## src/rtl/alu_pipe.sv

```systemverilog
// alu_pipe: two-stage pipelined integer ALU with valid/ready handshakes on
// both sides and full backpressure.
//
//   S1 registers the operand beat (a, b, ifun, set_cc).
//   S2 registers the computed result and its flags.
//   The result leaves S2 through the out_valid/out_ready handshake.
//
// Ports
//   clk, rst           rising-edge clock, synchronous active-high reset
//   in_valid/in_ready  operand handshake; in_ready is combinational from out_ready
//   ifun               0=ADD, 1=SUB (b-a), 2=AND, 3=XOR, others give out=0
//   a, b               operands (WIDTH bits)
//   set_cc             beat updates the condition codes when delivered
//   out_valid/out_ready result handshake
//   out                result (WIDTH bits)
//   cc_zf/cc_sf/cc_of  condition-code register
//
// Build option
//   ALU_CC_EN  when defined, flag logic and the CC register are compiled in;
//              otherwise cc_* are tied to 0 and set_cc is ignored.
module alu_pipe #(
    parameter int unsigned WIDTH = 64
) (
    input  logic             clk,
    input  logic             rst,
    input  logic             in_valid,
    output logic             in_ready,
    input  logic [3:0]       ifun,
    input  logic [WIDTH-1:0] a,
    input  logic [WIDTH-1:0] b,
    input  logic             set_cc,
    output logic             out_valid,
    input  logic             out_ready,
    output logic [WIDTH-1:0] out,
    output logic             cc_zf,
    output logic             cc_sf,
    output logic             cc_of
);

    typedef enum logic [3:0] {
        FN_ADD = 4'd0,
        FN_SUB = 4'd1,
        FN_AND = 4'd2,
        FN_XOR = 4'd3
    } alu_fn_e;

    logic             s1_valid;
    logic [WIDTH-1:0] s1_a;
    logic [WIDTH-1:0] s1_b;
    logic [3:0]       s1_ifun;
    logic             s2_valid;
    logic [WIDTH-1:0] s2_out;
    logic             s1_load;
    logic             s2_load;
    logic [WIDTH-1:0] res;

    // S2 advances when empty or draining; S1 advances when empty or when its
    // beat moves into S2. No skid buffer, so in_ready follows out_ready.
    assign s2_load   = !s2_valid || out_ready;
    assign s1_load   = !s1_valid || s2_load;
    assign in_ready  = s1_load;
    assign out_valid = s2_valid;
    assign out       = s2_out;

    always_comb begin
        res = '0;
        case (s1_ifun)
            FN_ADD:  res = s1_a + s1_b;
            FN_SUB:  res = s1_b - s1_a;
            FN_AND:  res = s1_a & s1_b;
            FN_XOR:  res = s1_a ^ s1_b;
            default: res = '0;
        endcase
    end

    always_ff @(posedge clk) begin
        if (rst) begin
            s1_valid <= 1'b0;
            s1_a     <= '0;
            s1_b     <= '0;
            s1_ifun  <= '0;
            s2_valid <= 1'b0;
            s2_out   <= '0;
        end else begin
            if (s2_load) begin
                s2_valid <= s1_valid;
                if (s1_valid) begin
                    s2_out <= res;
                end
            end
            if (s1_load) begin
                s1_valid <= in_valid;
                if (in_valid) begin
                    s1_a    <= a;
                    s1_b    <= b;
                    s1_ifun <= ifun;
                end
            end
        end
    end

`ifdef ALU_CC_EN
    logic s1_set_cc;
    logic s2_zf;
    logic s2_sf;
    logic s2_of;
    logic s2_cc_upd;
    logic of_c;

    // Signed overflow: ADD when operand signs agree and the result sign
    // differs; SUB (b-a) when signs differ and the result sign leaves b's.
    always_comb begin
        of_c = 1'b0;
        case (s1_ifun)
            FN_ADD:  of_c = (s1_a[WIDTH-1] == s1_b[WIDTH-1]) && (res[WIDTH-1] != s1_a[WIDTH-1]);
            FN_SUB:  of_c = (s1_a[WIDTH-1] != s1_b[WIDTH-1]) && (res[WIDTH-1] != s1_b[WIDTH-1]);
            default: of_c = 1'b0;
        endcase
    end

    always_ff @(posedge clk) begin
        if (rst) begin
            s1_set_cc <= 1'b0;
            s2_zf     <= 1'b0;
            s2_sf     <= 1'b0;
            s2_of     <= 1'b0;
            s2_cc_upd <= 1'b0;
            cc_zf     <= 1'b1;
            cc_sf     <= 1'b0;
            cc_of     <= 1'b0;
        end else begin
            if (s1_load && in_valid) begin
                s1_set_cc <= set_cc;
            end
            if (s2_load && s1_valid) begin
                s2_zf     <= (res == '0);
                s2_sf     <= res[WIDTH-1];
                s2_of     <= of_c;
                // Invalid function codes never touch the CC register.
                s2_cc_upd <= s1_set_cc && (s1_ifun < 4'd4);
            end
            if (s2_valid && out_ready && s2_cc_upd) begin
                cc_zf <= s2_zf;
                cc_sf <= s2_sf;
                cc_of <= s2_of;
            end
        end
    end
`else
    logic unused_set_cc;
    assign unused_set_cc = set_cc;
    assign cc_zf = 1'b0;
    assign cc_sf = 1'b0;
    assign cc_of = 1'b0;
`endif

endmodule

```

## config.mk

```make
export PLATFORM = sky130hd
export DESIGN_NAME = alu_pipe
export DESIGN_NICKNAME = d
export VERILOG_FILES = /design/src/rtl/alu_pipe.sv
export SDC_FILE = /design/constraint.sdc
export NUM_CORES = 1
export LEC_CHECK = 0
export ABC_AREA = 0
export BUFFER_PORTS_ARGS = -buffer_cell sky130_fd_sc_hd__buf_2
export CORE_MARGIN = 5
export CORE_UTILIZATION = 28
export DETAILED_ROUTE_END_ITERATION = 8
export HOLD_SLACK_MARGIN = 0.03
export PLACE_DENSITY = 0.51
export SETUP_SLACK_MARGIN = 0.1
export SYNTH_ARGS = -nofsm -noshare
export SYNTH_HDL_FRONTEND = slang
export SYNTH_SLANG_ARGS = --single-unit
```

## constraint.sdc

```tcl
create_clock -name clk -period 5 [get_ports clk]
set_input_delay 0.5 -clock clk [delete_from_list [all_inputs] [get_ports clk]]
set_output_delay 0.5 -clock clk [all_outputs]
set_load 0.01 [all_outputs]
```

==> impl_metrics.prom <==
# TYPE chip_impl_metric gauge
chip_impl_info{name="status",value="finished clean"} 1
chip_impl_metric{name="slew_headroom",unit="%"} 41.8
chip_impl_metric{name="antenna_violating_nets_post_route",unit=""} 0
chip_impl_metric{name="arrival",unit="ps"} 5110
chip_impl_metric{name="dr.pass1.iters",unit=""} 8
chip_impl_metric{name="hpwlAfterDp",unit="microns"} 37500
chip_impl_metric{name="cts.clk_slew.worst_paths",unit="ps"} 90
chip_impl_metric{name="maxClockFrequency",unit="GHz"} 0.214
chip_impl_info{name="ctsRootBufferMaster",value="sky130_fd_sc_hd__clkbuf_16"} 1
chip_impl_metric{name="antenna_fix_cells",unit=""} 0
chip_impl_metric{name="finClkSkew",unit="ps"} 30.0
chip_impl_metric{name="post-route-min-period",unit="ps"} 4680
chip_impl_info{name="critPathCaptureType",value="flop"} 1
chip_impl_info{name="synthMostInstantiatedCell",value="sky130_fd_sc_hd__nand2_1"} 1
chip_impl_metric{name="syn_area_per_cell",unit="sq um"} 7.58
chip_impl_metric{name="power_density",unit="nW/um^2"} 272
chip_impl_metric{name="post_synthesis_instance_area",unit="sq um"} 13600
chip_impl_metric{name="num_rows",unit=""} 80
chip_impl_metric{name="critical_path_required",unit="ps"} 5430
chip_impl_metric{name="wl",unit="microns"} 49300
chip_impl_metric{name="grt_util_all_layers",unit="%"} 18.3
chip_impl_metric{name="layout.cells.non_filler",unit=""} 2646
chip_impl_metric{name="cts-buffers-inserted",unit=""} 17
chip_impl_metric{name="die_y",unit="microns"} 231
chip_impl_info{name="tritoncts",value="yes"} 1
chip_impl_metric{name="placement.io_buffers",unit=""} 201
chip_impl_metric{name="via_count_of_the_first_global_routing_pass",unit=""} 13800
chip_impl_metric{name="synth.distinct_cells",unit=""} 74
chip_impl_info{name="worst_r2r_startpoint",value="s1_a[6]$_SDFFE_PP0P_"} 1
chip_impl_info{name="timing.rr.end",value="out[59]$_SDFFE_PP0P_"} 1
chip_impl_metric{name="drive_above_1_share",unit="%"} 21.1
chip_impl_metric{name="floorplan.die_area",unit="sq um"} 53200
chip_impl_metric{name="setup_slack",unit="ps"} 317
chip_impl_metric{name="synthesis.yosys.warnings",unit=""} 0
chip_impl_metric{name="post_synth_inst_count",unit=""} 1797
chip_impl_info{name="synthDominantAreaCellType",value="sky130_fd_sc_hd__dfxtp_1"} 1
chip_impl_metric{name="area_growth",unit="%"} 22.9
chip_impl_metric{name="average_routed_wire_per_standard_cell",unit="microns"} 18.6
chip_impl_info{name="synthTopCellsByCount",value="sky130_fd_sc_hd__nand2_1, sky130_fd_sc_hd__a21oi_1, sky130_fd_sc_hd__dfxtp_1"} 1
chip_impl_metric{name="fin_crit_sh",unit="%"} 93.7
chip_impl_metric{name="synth-edff-count",unit=""} 0
chip_impl_info{name="crit_start",value="s1_a[6]$_SDFFE_PP0P_"} 1
chip_impl_metric{name="clock_path_buffers",unit=""} 2
chip_impl_metric{name="clock_insertion_delay_worst_skew",unit="ps"} 510
chip_impl_metric{name="design.final.nets",unit=""} 2284
chip_impl_metric{name="start_util",unit="%"} 28.4
chip_impl_metric{name="initialDrtViolationCount",unit=""} 970
chip_impl_metric{name="final_max_slew_viol_count",unit=""} 0
chip_impl_metric{name="largest_net_degree_at_the_start_of_global_routing",unit=""} 76
chip_impl_metric{name="vdd_ir_drop_max",unit="V"} 0.000259
chip_impl_info{name="rsz0062_at_grt",value="true"} 1
chip_impl_info{name="endpoint",value="out[59]$_SDFFE_PP0P_"} 1
chip_impl_metric{name="fill_cells",unit=""} 5132
chip_impl_metric{name="antenna_violations_before_repair",unit=""} 0
chip_impl_metric{name="yosysSeqAreaShare",unit="%"} 29.1
chip_impl_metric{name="ctsHtreeMaxLevel",unit=""} 4
chip_impl_metric{name="static-leakage-power",unit="nW"} 7.42
chip_impl_metric{name="routed-via-count",unit=""} 13800
chip_impl_metric{name="final.hold.worst_slack",unit="ps"} 224
chip_impl_metric{name="final-setup-viol-count",unit=""} 0
chip_impl_metric{name="critPathMaxFanout",unit=""} 4
chip_impl_metric{name="worst-slew-pin-transition",unit="ps"} 874
chip_impl_metric{name="drc_errors",unit=""} 0
chip_impl_metric{name="max_cap_violations",unit=""} 0
chip_impl_metric{name="cts_hold_buf",unit=""} 0
chip_impl_info{name="worst_setup_path_start_kind",value="flop"} 1
chip_impl_metric{name="rr_worst_depth",unit=""} 19
chip_impl_metric{name="numClockSinks",unit=""} 198
chip_impl_metric{name="worst-r2r-setup-slack",unit="ps"} 320
chip_impl_metric{name="placedCellCount",unit=""} 2608
chip_impl_metric{name="chipWidth",unit="microns"} 231
chip_impl_metric{name="gp_congestion",unit=""} 0.878
chip_impl_metric{name="gr-total-overflow",unit=""} 0
chip_impl_metric{name="post_dr_vias_cell",unit=""} 5.21
chip_impl_info{name="min_path_type",value="in2reg"} 1
chip_impl_metric{name="finalCoreUtilization",unit="%"} 34.9
chip_impl_metric{name="placeableCoreArea",unit="sq um"} 47900
chip_impl_metric{name="io_pins",unit=""} 206
chip_impl_info{name="synth_top_flop_cell",value="sky130_fd_sc_hd__dfxtp_1"} 1
chip_impl_metric{name="synth_top_cell_area_share",unit="%"} 29.1
chip_impl_metric{name="async_reset_ff_share",unit="%"} 0
chip_impl_metric{name="pre_cts_slack",unit="ps"} -91.3
chip_impl_info{name="synth_top_cells_by_area",value="sky130_fd_sc_hd__dfxtp_1, sky130_fd_sc_hd__ha_1, sky130_fd_sc_hd__a21oi_1, sky130_fd_sc_hd__nand2_1, sky130_fd_sc_hd__xnor2_1"} 1
chip_impl_metric{name="first_pass_grt_wire_length",unit="microns"} 77100
chip_impl_metric{name="final-hold-violation-count",unit=""} 0
chip_impl_info{name="worstSetupPathType",value="reg2reg"} 1
chip_impl_metric{name="ys_seq_elements",unit=""} 198
==> flip-flops by register name (all words and copies together), names as in the netlist <==
signal     cells
s1_valid       1
s1_ifun        4
out_valid      1
out           64
s1_a          64
s1_b          64
==> through the flow <==
step,total power [W],TNS [ps],instance area (sq um)
floorplan,0.00261,0,13600
global placement,0.00307,-113,15800
detailed placement,0.00308,-202,15800
CTS,0.00460,0,16500
global route,0.00485,0,16700
finish,0.00456,0,16700
==> cells by family after synthesis <==
group           share of synthesized area, %
compound gates                          27.0
xor+xnor                                7.46
fa+ha+maj                               11.9
buf+inv                                 4.27
flops                                   29.1
mux                                    0.220
other cells                           0.0275
simple gates                            20.0
==> placed cells by master, fill, tap and decap left out, types with 4 or more instances in the layout <==
cell type / instances
sky130_fd_sc_hd__nor3_4: 4
sky130_fd_sc_hd__a211oi_2: 4
sky130_fd_sc_hd__xor2_1: 42
sky130_fd_sc_hd__nand2_1: 367
sky130_fd_sc_hd__a31oi_1: 10
sky130_fd_sc_hd__a21oi_2: 9
sky130_fd_sc_hd__a222oi_1: 53
sky130_fd_sc_hd__a21o_1: 33
sky130_fd_sc_hd__nor3_1: 21
sky130_fd_sc_hd__nor4_1: 7
sky130_fd_sc_hd__nand3_1: 17
sky130_fd_sc_hd__o31ai_1: 11
sky130_fd_sc_hd__o211ai_1: 8
sky130_fd_sc_hd__xnor2_1: 74
sky130_fd_sc_hd__and3_1: 7
sky130_fd_sc_hd__nor2_1: 126
sky130_fd_sc_hd__o21ai_2: 7
sky130_fd_sc_hd__a211o_1: 5
sky130_fd_sc_hd__or3_1: 5
sky130_fd_sc_hd__dfxtp_1: 198
sky130_fd_sc_hd__inv_1: 23
sky130_fd_sc_hd__o21a_1: 7
sky130_fd_sc_hd__a2bb2oi_1: 9
sky130_fd_sc_hd__nand4_1: 17
sky130_fd_sc_hd__buf_2: 200
sky130_fd_sc_hd__ha_1: 125
sky130_fd_sc_hd__clkbuf_16: 17
sky130_fd_sc_hd__a22oi_1: 12
sky130_fd_sc_hd__nand2b_1: 10
sky130_fd_sc_hd__and2_1: 5
sky130_fd_sc_hd__o21ai_1: 10
sky130_fd_sc_hd__a211oi_1: 16
sky130_fd_sc_hd__o21bai_1: 16
sky130_fd_sc_hd__clkinv_4: 4
sky130_fd_sc_hd__a21oi_1: 272
sky130_fd_sc_hd__buf_4: 117
sky130_fd_sc_hd__o21ai_0: 46
sky130_fd_sc_hd__or4_4: 4
==> routing by layer <==
layer	up-vias	global-route usage, %	wire length (microns)
li1	6928	-	-
met1	6496	23.6	22800
met2	301	30.8	23400
met3	63	3.27	1940
met4	0	6.24	1130
met5	-	0	0
==> repair_timing <==
item | CTS | global route
endpoints found under the setup margin | 15 | 27
endpoints found under the hold margin | 0 | 0
pin swaps | 1 | 21
gates resized for setup | 9 | 59
buffers inserted | 0 | 6
==> report_power, final <==
group / switching [W] / total, W / internal (W)
clock: 0.000703 / 0.00148 / 0.000778
combinational: 0.000764 / 0.00132 / 0.000552
sequential: 0.000100 / 0.00176 / 0.00166
==> worst min path at each step <==
stage / cells past startpoint / end / startpoint / slack [ps]
2_1_floorplan: 2 / s1_b[0]$_SDFFE_PP0P_ / s1_b[0]$_SDFFE_PP0P_ / 450
3_3_place_gp: 2 / out[37]$_SDFFE_PP0P_ / out[37]$_SDFFE_PP0P_ / 440
3_5_place_dp: 2 / out[36]$_SDFFE_PP0P_ / out[36]$_SDFFE_PP0P_ / 440
4_1_cts: 3 / s1_b[31]$_SDFFE_PP0P_ / b[31] / 180
5_1_grt: 3 / s1_b[60]$_SDFFE_PP0P_ / b[60] / 210
6_report: 3 / s1_b[31]$_SDFFE_PP0P_ / b[31] / 220
==> worst max-delay path: stages (launching register included) <==
cell and delay, ps:
sky130_fd_sc_hd__dfxtp_1 310, sky130_fd_sc_hd__or4_4 560, sky130_fd_sc_hd__or4_4 440, sky130_fd_sc_hd__or2_4 270, sky130_fd_sc_hd__nor2_4 170, sky130_fd_sc_hd__nand2_2 120
sky130_fd_sc_hd__nor3_4 240, sky130_fd_sc_hd__a21oi_2 130, sky130_fd_sc_hd__a21oi_2 250, sky130_fd_sc_hd__o21ai_1 130, sky130_fd_sc_hd__xnor2_1 140, sky130_fd_sc_hd__ha_1 300
sky130_fd_sc_hd__a21o_1 180, sky130_fd_sc_hd__a21o_1 180, sky130_fd_sc_hd__a221oi_2 320, sky130_fd_sc_hd__o221a_2 260, sky130_fd_sc_hd__o31ai_2 60, sky130_fd_sc_hd__buf_4 150
sky130_fd_sc_hd__or2_2 290, sky130_fd_sc_hd__a31oi_1 150
==> layout make-up <==
class / count / area [sq um] / share of cell area, %
Clock buffer: 19 / 453 / 2.71
Clock inverter: 13 / 164 / 0.979
Inverter: 23 / 86.3 / 0.516
Multi-Input combinational cell: 1458 / 9370 / 56.0
Sequential cell: 198 / 3960 / 23.7
Tap cell: 615 / 769 / 4.60
Timing Repair Buffer: 320 / 1930 / 11.5
Power figures use the tool's default switching activity.
